<file path="config.mk">
export PLATFORM = sky130hd
export DESIGN_NAME = mdio_phy_cfg
export DESIGN_NICKNAME = d
export VERILOG_FILES = /design/src/rtl/mdio_phy_cfg.sv
export SDC_FILE = /design/constraint.sdc
export NUM_CORES = 1
export LEC_CHECK = 0
export CAP_MARGIN = 10
export CORE_MARGIN = 2
export CORE_UTILIZATION = 27
export CTS_CLUSTER_DIAMETER = 120
export DETAILED_ROUTE_END_ITERATION = 16
export SYNTH_ARGS = -nofsm -noshare
export SYNTH_HDL_FRONTEND = slang
export SYNTH_SLANG_ARGS = --single-unit
</file>
<file path="constraint.sdc">
create_clock -name clkIn -period 3.95 [get_ports clkIn]
set_clock_uncertainty 0.15 [all_clocks]
set_input_delay 0.79 -clock clkIn [delete_from_list [all_inputs] [get_ports clkIn]]
set_output_delay 0.79 -clock clkIn [all_outputs]
set_load 0.02 [all_outputs]
</file>
<file path="src/rtl/mdio_phy_cfg.sv">
// mdio_phy_cfg
//   Bring-up controller for the external RGMII PHY. Holds the PHY in hardware
//   reset, releases it, writes a fixed clause-22 register table (RGMII TX/RX
//   clock delays) over MDIO, then polls BMSR periodically for link status.
//
// Ports
//   clkIn       125 MHz local clock
//   rstBIn      async active-low reset
//   lockedIn    MMCM locked; sequence leaves IDLE only while high, drop aborts to IDLE
//   restartIn   1-cycle pulse, aborts and reruns the sequence from PHY reset
//   phyRstBOut  PHY hardware reset, active low
//   mdClkOut    MDC
//   mdioOut     MDIO output data
//   mdioOeOut   MDIO output enable (1 = FPGA drives)
//   mdioIn      MDIO pin input
//   cfgDoneOut  register table written; cleared by restart/lock loss/reset
//   linkUpOut   BMSR[2] from the most recent poll
//   errOut      sticky error: read TA bit 2 non-zero, or readback mismatch
//
// Build option
//   MDIO_READBACK_EN  when defined, entries 1 and 2 (the delay registers) are read
//                     back after writing; a mismatch sets errOut and the write+read
//                     is retried once before moving on.
//
// States
//   state       | meaning
//   S_IDLE      | waiting for lockedIn, PHY held in reset
//   S_RST_HOLD  | phyRstBOut low for RST_HOLD_CYC
//   S_RST_WAIT  | phyRstBOut high, settle for RST_WAIT_CYC
//   S_WR        | write frame for table entry idx_q
//   S_RD        | read frame (BMSR poll, or readback of entry idx_q)
//   S_GAP       | inter-frame idle, then dispatch to after_q
//   S_POLL_WAIT | POLL_CYC wait before the next BMSR read

module mdio_phy_cfg #(
  parameter int unsigned CLK_DIV      = 25,
  parameter logic [4:0]  PHY_ADDR     = 5'h01,
  parameter int unsigned RST_HOLD_CYC = 1250000,
  parameter int unsigned RST_WAIT_CYC = 6250000,
  parameter int unsigned POLL_CYC     = 12500000
) (
  input  logic clkIn,
  input  logic rstBIn,
  input  logic lockedIn,
  input  logic restartIn,
  output logic phyRstBOut,
  output logic mdClkOut,
  output logic mdioOut,
  output logic mdioOeOut,
  input  logic mdioIn,
  output logic cfgDoneOut,
  output logic linkUpOut,
  output logic errOut
);

  typedef enum logic [2:0] {
    S_IDLE, S_RST_HOLD, S_RST_WAIT, S_WR, S_RD, S_GAP, S_POLL_WAIT
  } state_t;

  localparam logic [15:0] DIV_LD  = 16'(CLK_DIV - 1);
  localparam logic [31:0] HOLD_LD = 32'(RST_HOLD_CYC - 1);
  localparam logic [31:0] WAIT_LD = 32'(RST_WAIT_CYC - 1);
  localparam logic [31:0] POLL_LD = 32'(POLL_CYC - 1);
  localparam logic [31:0] GAP_LD  = 32'(2 * CLK_DIV - 1);

  function automatic logic [4:0] rom_reg(input logic [1:0] i);
    case (i)
      2'd1:    rom_reg = 5'h11;
      2'd2:    rom_reg = 5'h15;
      default: rom_reg = 5'h1F;
    endcase
  endfunction

  function automatic logic [15:0] rom_data(input logic [1:0] i);
    case (i)
      2'd0:    rom_data = 16'h0D08;
      2'd1:    rom_data = 16'h0109;
      2'd2:    rom_data = 16'h0019;
      default: rom_data = 16'h0000;
    endcase
  endfunction

  state_t      state_q, after_q;
  logic [31:0] timer_q;
  logic [15:0] div_q;
  logic [5:0]  bit_q;
  logic [1:0]  idx_q;
  logic        verify_q;
  logic        link_smp_q;
  logic        mdc_q, mdio_q, oe_q;
  logic        phy_rst_b_q, cfg_done_q, link_q, err_q;
`ifdef MDIO_READBACK_EN
  logic [15:0] rd_data_q;
  logic        retry_q;
`endif

  logic [4:0]  cur_reg_d;
  logic [63:0] frame_word_d;
  logic        nxt_bit_d, nxt_oe_d;

  always_comb begin
    cur_reg_d = 5'h01;
    if (state_q == S_WR || verify_q) cur_reg_d = rom_reg(idx_q);
    if (state_q == S_RD)
      frame_word_d = {32'hFFFF_FFFF, 2'b01, 2'b10, PHY_ADDR, cur_reg_d, 2'b11, 16'hFFFF};
    else
      frame_word_d = {32'hFFFF_FFFF, 2'b01, 2'b01, PHY_ADDR, cur_reg_d, 2'b10, rom_data(idx_q)};
    nxt_bit_d = frame_word_d[6'd62 - bit_q];
    // read frames release the line from the first TA bit (bit 46) onwards
    nxt_oe_d  = (state_q == S_WR) || (bit_q < 6'd45);
  end

  always_ff @(posedge clkIn or negedge rstBIn) begin
    if (!rstBIn) begin
      state_q     <= S_IDLE;
      after_q     <= S_IDLE;
      timer_q     <= '0;
      div_q       <= '0;
      bit_q       <= '0;
      idx_q       <= '0;
      verify_q    <= 1'b0;
      link_smp_q  <= 1'b0;
      mdc_q       <= 1'b0;
      mdio_q      <= 1'b1;
      oe_q        <= 1'b0;
      phy_rst_b_q <= 1'b0;
      cfg_done_q  <= 1'b0;
      link_q      <= 1'b0;
      err_q       <= 1'b0;
`ifdef MDIO_READBACK_EN
      rd_data_q   <= '0;
      retry_q     <= 1'b0;
`endif
    end else if (!lockedIn || restartIn) begin
      // abort anything in flight; lock loss parks in IDLE, restart reruns reset
      state_q     <= lockedIn ? S_RST_HOLD : S_IDLE;
      timer_q     <= HOLD_LD;
      idx_q       <= '0;
      verify_q    <= 1'b0;
      mdc_q       <= 1'b0;
      mdio_q      <= 1'b1;
      oe_q        <= 1'b0;
      phy_rst_b_q <= 1'b0;
      cfg_done_q  <= 1'b0;
      link_q      <= 1'b0;
`ifdef MDIO_READBACK_EN
      retry_q     <= 1'b0;
`endif
    end else begin
      case (state_q)
        S_IDLE: begin
          state_q     <= S_RST_HOLD;
          timer_q     <= HOLD_LD;
          phy_rst_b_q <= 1'b0;
        end

        S_RST_HOLD: begin
          if (timer_q == '0) begin
            state_q     <= S_RST_WAIT;
            timer_q     <= WAIT_LD;
            phy_rst_b_q <= 1'b1;
          end else begin
            timer_q <= timer_q - 32'd1;
          end
        end

        S_RST_WAIT: begin
          if (timer_q == '0) begin
            state_q  <= S_WR;
            idx_q    <= '0;
            verify_q <= 1'b0;
            bit_q    <= '0;
            div_q    <= DIV_LD;
            mdc_q    <= 1'b0;
            oe_q     <= 1'b1;
            mdio_q   <= 1'b1;
          end else begin
            timer_q <= timer_q - 32'd1;
          end
        end

        S_WR, S_RD: begin
          if (div_q != '0) begin
            div_q <= div_q - 16'd1;
          end else begin
            div_q <= DIV_LD;
            mdc_q <= ~mdc_q;
            if (!mdc_q) begin
              // MDC rises on this edge: sample the PHY's bit
              if (state_q == S_RD) begin
                if (bit_q == 6'd47 && mdioIn) err_q <= 1'b1;
                if (bit_q == 6'd61) link_smp_q <= mdioIn;
`ifdef MDIO_READBACK_EN
                if (bit_q >= 6'd48) rd_data_q <= {rd_data_q[14:0], mdioIn};
`endif
              end
            end else if (bit_q != 6'd63) begin
              bit_q  <= bit_q + 6'd1;
              oe_q   <= nxt_oe_d;
              mdio_q <= nxt_oe_d ? nxt_bit_d : 1'b1;
            end else begin
              // last falling edge: frame complete, decide what follows the gap
              oe_q    <= 1'b0;
              mdio_q  <= 1'b1;
              state_q <= S_GAP;
              timer_q <= GAP_LD;
              if (state_q == S_RD && !verify_q) begin
                link_q  <= link_smp_q;
                after_q <= S_POLL_WAIT;
              end
`ifdef MDIO_READBACK_EN
              else if (state_q == S_WR && (idx_q == 2'd1 || idx_q == 2'd2)) begin
                verify_q <= 1'b1;
                after_q  <= S_RD;
              end else if (state_q == S_RD && rd_data_q != rom_data(idx_q) && !retry_q) begin
                verify_q <= 1'b0;
                retry_q  <= 1'b1;
                err_q    <= 1'b1;
                after_q  <= S_WR;
              end
`endif
              else begin
`ifdef MDIO_READBACK_EN
                if (state_q == S_RD && rd_data_q != rom_data(idx_q)) err_q <= 1'b1;
                retry_q <= 1'b0;
`endif
                verify_q <= 1'b0;
                if (idx_q == 2'd3) begin
                  cfg_done_q <= 1'b1;
                  after_q    <= S_POLL_WAIT;
                end else begin
                  idx_q   <= idx_q + 2'd1;
                  after_q <= S_WR;
                end
              end
            end
          end
        end

        S_GAP: begin
          if (timer_q == '0) begin
            if (after_q == S_POLL_WAIT) begin
              state_q <= S_POLL_WAIT;
              timer_q <= POLL_LD;
            end else begin
              state_q <= after_q;
              bit_q   <= '0;
              div_q   <= DIV_LD;
              mdc_q   <= 1'b0;
              oe_q    <= 1'b1;
              mdio_q  <= 1'b1;
            end
          end else begin
            timer_q <= timer_q - 32'd1;
          end
        end

        S_POLL_WAIT: begin
          if (timer_q == '0) begin
            state_q <= S_RD;
            bit_q   <= '0;
            div_q   <= DIV_LD;
            mdc_q   <= 1'b0;
            oe_q    <= 1'b1;
            mdio_q  <= 1'b1;
          end else begin
            timer_q <= timer_q - 32'd1;
          end
        end

        default: state_q <= S_IDLE;
      endcase
    end
  end

  assign phyRstBOut = phy_rst_b_q;
  assign mdClkOut   = mdc_q;
  assign mdioOut    = mdio_q;
  assign mdioOeOut  = oe_q;
  assign cfgDoneOut = cfg_done_q;
  assign linkUpOut  = link_q;
  assign errOut     = err_q;

endmodule
</file>
==> results by stage <==
Drt:
- The number of DRC markers after the initial detailed-route iteration is 237.
- The first detailed-routing pass ran for 5 iterations.
- In the routed layout, each cell is associated on average with a via count of 5.49.
- The wire length after detailed routing is 12800 um.
- For this run, design rule violations remaining after detail routing come to 0.
- The via count of the routed design is 4417.
- The mean routed wirelength per cell is 15.9 um.
- The number of nets still failing antenna checks after routing is 0.

Setup path:
- In this run the worst path has a maximum fanout of 7.
- The delay of the slowest cell on the worst path is 640 ps.
- The data arrival time of the critical path is 3280 ps.
- The worst setup path is captured at a register.
- The data required time of the critical path is 4030 ps.
- The family of cells with the greatest summed delay on the critical path is simple AND/OR/NAND/NOR gates.
- The startpoint type of the worst setup path is a register.
- The cell count of the worst reg-to-reg path is 9.
- The setup slack of the most critical reg-to-reg path is 750 ps.
- The worst reg2reg path endpoint is timer_q[25]$_DFFE_PN0P_.
- The startpoint identified for the worst register-to-register timing path is timer_q[0]$_DFFE_PN0P_.
- The sum of buffers and inverters on the critical path is 2.
- The slowest stage of the critical path belongs to the cell o21ai_0.
- The critical path class is reg -> reg.
- Walking the worst path, the cells encountered are inv_1 -> ha_1 -> nor3b_2 -> buf_4 -> nand4_1 -> or3_1 -> o21ai_0 -> nor3_2 -> a32o_1.
- The number of stages on the worst setup path is 9.

Logic synthesis:
- Sorting the synthesized cells by area gives the leading types as dfrtp_1, nor2_1, o31ai_1, a21oi_1, nor3_1.
- The count of distinct cell types in the synthesized netlist is 75.
- dfrtp_1 takes more of the synthesized area than any other cell.
- Of all flip-flops after synthesis, the portion carrying an async set or reset was 1.00.
- The number of nets in the synthesized netlist is 577.
- The gate count of the mapped netlist is 560.
- The fraction of post-synthesis cell area in the top cell type by area is 0.360.
- Of the synthesized area, sequential elements account for 0.365.
- In this run the mean area of a mapped cell was 8.57 um2.
- The cell area that synthesis handed to floorplanning was 0.00480 mm2.
- For this run, the number of Yosys warnings is 0.
- In this run, synthesis inferred 0 flip-flops with an integrated enable.
- The most common flop cell mapped by yosys is dfrtp_1.
- The register bit total from synthesis is 70.

Final layout:
- The repair_antennas step left the layout with diodes totalling 0.
- The sequential standard cell area is 0.00175 mm2.
- The number of nets in the layout is 591.
- Leaving out fill and tap cells, the most frequent cell in the layout is dfrtp_1.
- The layout has 1794 filler cells.
- In the final layout, the share of cells above drive strength 1 is 0.116.
- Summing all multi-input logic gate instances after layout gives 0.00281 mm2.
- The final cell utilization of the core is 0.321.
- The library cells used most frequently in the layout, excluding fill and tap cells, are dfrtp_1, nor2_1, nand2_1, nor3_1, a21oi_1.
- From synthesis to final layout, the design area changed by 16.1%.

Global route:
- For this run, the total global-route usage over all layers was measured as 0.146.
- The wire length of the first global-routing pass is 21900 um.
- Entering global routing, the biggest net connects 71 pins.
- The number of global-route vias before repair came to 4267.
- The initial antenna violation count is 0.
- For this run the aggregate overflow at the end of global routing stands at 0.

Clock network:
- The maximum number of buffers from clock root to sink is 2.
- The clock reaches the later pin of the worst-skew pair after 340 ps.
- The H-tree generated during clock tree synthesis spans 3 levels.
- Post-CTS repair changed the size of 0 cells.
- The number of buffers added for setup after CTS is 0.
- The clock-pin slew of the registers on the worst-case setup and hold paths is 60 ps.
- After clock tree synthesis, the flow added hold-fix buffers numbering 0.
- The buffer cell driving the clock tree root is clkbuf_16.
- The clock tree from TritonCTS is built.
- Clock tree synthesis inserted a total of 9 buffers.
- The number of clock sinks is 70.

Floorplanning:
- The floorplan step set the die width to 137 um.
- The die extent in y is 137 um.
- The initial utilization of the core area, before any placement, comes to 0.277.
- The floorplan has 48 rows.
- The core region is 0.0174 mm2.
- The die area is 0.0189 mm2.
- 12 I/O pins were placed.

Min path:
- Along the worst hold path, the cell count comes to 1.
- The worst hold endpoint is errOut$_DFFE_PN0P_.
- The worst hold path begins at errOut$_DFFE_PN0P_.
- The type of the worst min-delay path is reg -> reg.

Timing:
- The tightest hold margin is 326 ps.
- The worst slew margin relative to its limit is 0.333.
- For the pin with the worst max-slew slack, the measured transition is 992 ps.
- The total negative slack is 0 ps.
- Setup repair after global routing left no endpoint under its margin.
- The count of final setup violators is 0.
- The minimum setup slack in the final design is 748 ps.
- The final-report max-slew violation count is 0.
- The clock period could shrink to 3200 ps.
- The final cycle utilization of the critical path is 0.811.
- Derived from the worst setup path, the maximum achievable clock frequency is 312 MHz.
- The hold violation total from the final report was 0.

Placement:
- The congestion estimate from routability-driven global placement came to 0.852.
- The placement-stage worst setup slack is 732 ps.
- The detailed placer's ending HPWL is 8970 um.
- Port buffering added 11 buffers.

Outcome:
- The run finished with clean final reports.

Job:
- Max-cap violations in this run came to 0.

Power:
- For this design the static power due to leakage is 2.25 nW.
- For this design the ratio of total power to cell area is 380 mW/mm2.
- The total power after layout is 2.11 mW.
- The worst voltage drop across the vdd grid is 153 uV.
-- cells in the mapped netlist, types with 4 or more instances --
library cell	n
nand4_1	8
a32o_1	4
clkbuf_1	21
mux2i_1	4
ha_1	12
a31oi_1	11
a22o_1	5
o22a_1	4
nand3_1	15
nor3_1	33
xor2_1	7
nor4_1	15
and3_1	4
a21oi_1	33
nand2_1	36
nand4b_1	4
or4_1	12
nor2_1	60
mux2_2	4
dfrtp_1	69
nand3b_1	5
o21ai_0	29
or2_2	4
o31ai_1	24
a211o_1	5
buf_2	4
nor4_2	4
o32ai_1	5
nand2b_1	5
a211oi_1	9
nor2b_1	4
or3_1	10
a21o_1	4
inv_1	24
-- cells by family (layout without fill, tap and decap cells) --
kind of cell | after synthesis | count (layout) | share of synthesized area
and+or+nand+nor | 238 | 238 | 0.273
AOI/OAI and AO/OA | 166 | 166 | 0.243
DFF | 70 | 70 | 0.365
buffers and inverters | 56 | 75 | 0.0514
adders and majority gates | 12 | 12 | 0.0313
xor gates and xnor gates | 10 | 10 | 0.0182
muxes | 8 | 8 | 0.0177
-- report_power, final --
part	switching, mW	internal, mW	total (mW)
clock network	0.310	0.652	0.962
logic	0.220	0.120	0.340
registers	0.0521	0.761	0.813
-- final cells by class --
type                       count  share of cell area
timing repair buffer          35              0.0517
clock buffer                  13              0.0467
tap                          225              0.0505
sequential                    70               0.315
inverter                      24              0.0162
clock inverter                 3              0.0162
multi-input combinational    434               0.504
-- sequential cells by signal, summed over array words and instances (netlist names), 2 cells and up --
register	count
after_q	3
bit_q	6
div_q	16
idx_q	2
state_q	3
timer_q	32
-- metrics by stage --
step | instance area, um2 | cells
after floorplan | 4800 | 560
after global placement | 5220 | 788
after detailed placement | 5220 | 788
after CTS | 5570 | 804
after global routing | 5570 | 804
final | 5570 | 804
-- worst max path at each step --
| stage | startpoint | to | slack (ps) |
|---|---|---|---|
| floorplan | div_q[6]$_DFFE_PN0P_ | state_q[0]$_DFFE_PN0P_ | 1200 |
| global placement | restartIn | timer_q[25]$_DFFE_PN0P_ | 760 |
| detailed placement | restartIn | div_q[4]$_DFFE_PN0P_ | 730 |
| CTS | timer_q[0]$_DFFE_PN0P_ | timer_q[25]$_DFFE_PN0P_ | 790 |
| global route | timer_q[0]$_DFFE_PN0P_ | timer_q[25]$_DFFE_PN0P_ | 590 |
| finish | timer_q[0]$_DFFE_PN0P_ | timer_q[25]$_DFFE_PN0P_ | 750 |
-- metal layers --
| layer | routed length, um | vias to the layer above | share of wire | global-route usage |
|---|---|---|---|---|
| met1 | 6420 | 2145 | 0.50 | 0.207 |
| met5 | 0 | - | 0 | 0 |
| met2 | 5650 | 92 | 0.44 | 0.220 |
| li1 | - | 2161 | - | - |
| met3 | 478 | 19 | 0.037 | 0.0276 |
| met4 | 250 | 0 | 0.020 | 0.0533 |
No activity file was read; power rests on OpenSTA's default activity.
==> variant, RTL diff (same settings) <==
Add an input register stage for `lockedIn` and `restartIn`; this delays them by one clock. The other inputs are not delayed to match. Comments in the files are not updated.
--- a/src/rtl/mdio_phy_cfg.sv
+++ b/src/rtl/mdio_phy_cfg.sv
@@ -64,4 +64,12 @@
   localparam logic [31:0] GAP_LD  = 32'(2 * CLK_DIV - 1);
 
+  logic lockedIn_q;
+  logic restartIn_q;
+
+  always_ff @(posedge clkIn) begin
+    lockedIn_q  <= lockedIn;
+    restartIn_q <= restartIn;
+  end
+
   function automatic logic [4:0] rom_reg(input logic [1:0] i);
     case (i)
@@ -132,7 +140,7 @@
       retry_q     <= 1'b0;
 `endif
-    end else if (!lockedIn || restartIn) begin
+    end else if (!lockedIn_q || restartIn_q) begin
       // abort anything in flight; lock loss parks in IDLE, restart reruns reset
-      state_q     <= lockedIn ? S_RST_HOLD : S_IDLE;
+      state_q     <= lockedIn_q ? S_RST_HOLD : S_IDLE;
       timer_q     <= HOLD_LD;
       idx_q       <= '0;
Behaviour: same outputs for any inputs over 10 cycles, from zero or initial values and one cycle with rstBIn low; that may be too few to reach the edited logic, so the function may still have changed.
==> variant against the original RTL <==
Area after synthesis is 2.9% lower; non-clock buffer count shrank 10; design area down 3.9%; critical path depth shrank 2; routed wire length fell by 4.7%; sequential cell count rose by 2; sequential share of layout area is 2.0 points higher; critical endpoint is now timer_q[10]; worst setup slack lost 0.054 ns.
Power is not compared: it rests on default switching activity, and its combinational part moved more than twofold at a synthesized area within 25%.
==> variant: results (changes against the original RTL) <==
synth:
  synth_common_cells: "69 x dfrtp_1, 65 x nor2_1, 50 x o21ai_0"
  synth_area_leaders: "dfrtp_1 37%, o21ai_0 5.4%, nor2_1 5.2%"
  synth.yosys.seq_area_share: 0.385  # +0.0195
  synth_top_area_frac: 0.370  # +0.0107
  synth_cell_types: 69  # -8.0%
  syn_inst: 552  # -1.4%
  synth.net_count: 569  # -1.4%
  ys_async_sr_fraction: 0.972  # -0.0278
worst_hold_path:
  hold_start: "lockedIn_q"
  holdPathStages: 2  # +1
  hold_path_end: "state_q[0]"
global_routing:
  grt_pass1_vias: 4293  # +0.61%
  grt_pass1_wl_mm: 21.4  # -2.1%
  grt_use_total: 0.145  # -0.000571
timing:
  worst_hold_slack_ns: 0.302  # -0.0241 ns
detailed_routing:
  drt-wirelength-per-cell_um: 15.4  # -3.3%
  drt_iter0_drc: 267  # +13%
  vias_per_cell: 5.35  # -2.6%
  vias: 4239  # -4.0%
placement:
  place_congestion: 0.854  # +0.20%
  pre_cts_slack_ns: 0.759  # +0.0273 ns
  dp.cells: 776  # -1.5%
  post_dp_cell_area_um2: 5050  # -3.3%
setup_path:
  worst-endpoint-arrival_ns: 3.34  # +0.06 ns
  reg2reg_from: "timer_q[16]"
  reg2reg_setup_slack_ns: 0.69  # -0.05 ns
  max_stage_delay_ns: 0.62  # -0.02 ns
  cpMaxStageDelayCell: "nor4_1"
pwr:
  finalPower_mw: 1.65
layout:
  fin_nets: 579  # -2.0%
clock_network:
  cts_resized: 0  # unchanged
run_status:
  status: "complete, no violations"
## variant: changes by cell type after synthesis, sizes merged, moves of 8 or more
cell    unedited run  this run
o31ai             25         7
nand2b             6        15
nand3             15        25
xnor2              3        12
or4               13         5
o21ai             32        50
## variant: logic make-up after synthesis
group | Yosys count | share of synthesized area
XOR/XNOR | 18 | 0.0338
AND/OR/NAND/NOR | 242 | 0.278
buffers and inverters | 45 | 0.0376
multiplexers | 7 | 0.0156
AO/OA/AOI/OAI | 156 | 0.218
flip-flops | 72 | 0.385
adder cells (fa/ha/maj) | 12 | 0.0322
## variant: layout make-up
cell class | instances | area, µm²
flip-flops and latches | 72 | 1790
fillers | 1822 | 11700
inverters | 19 | 71.3
clock inverters | 3 | 42.5
clock buffers | 13 | 260
well taps | 225 | 282
multi-input cells | 435 | 2690
repair buffers | 25 | 213
## variant: layer usage
metal  GRT usage  share of wire
met5           0              0
met2       0.227           0.45
met4      0.0613          0.025
met3      0.0344          0.043
met1       0.193           0.49
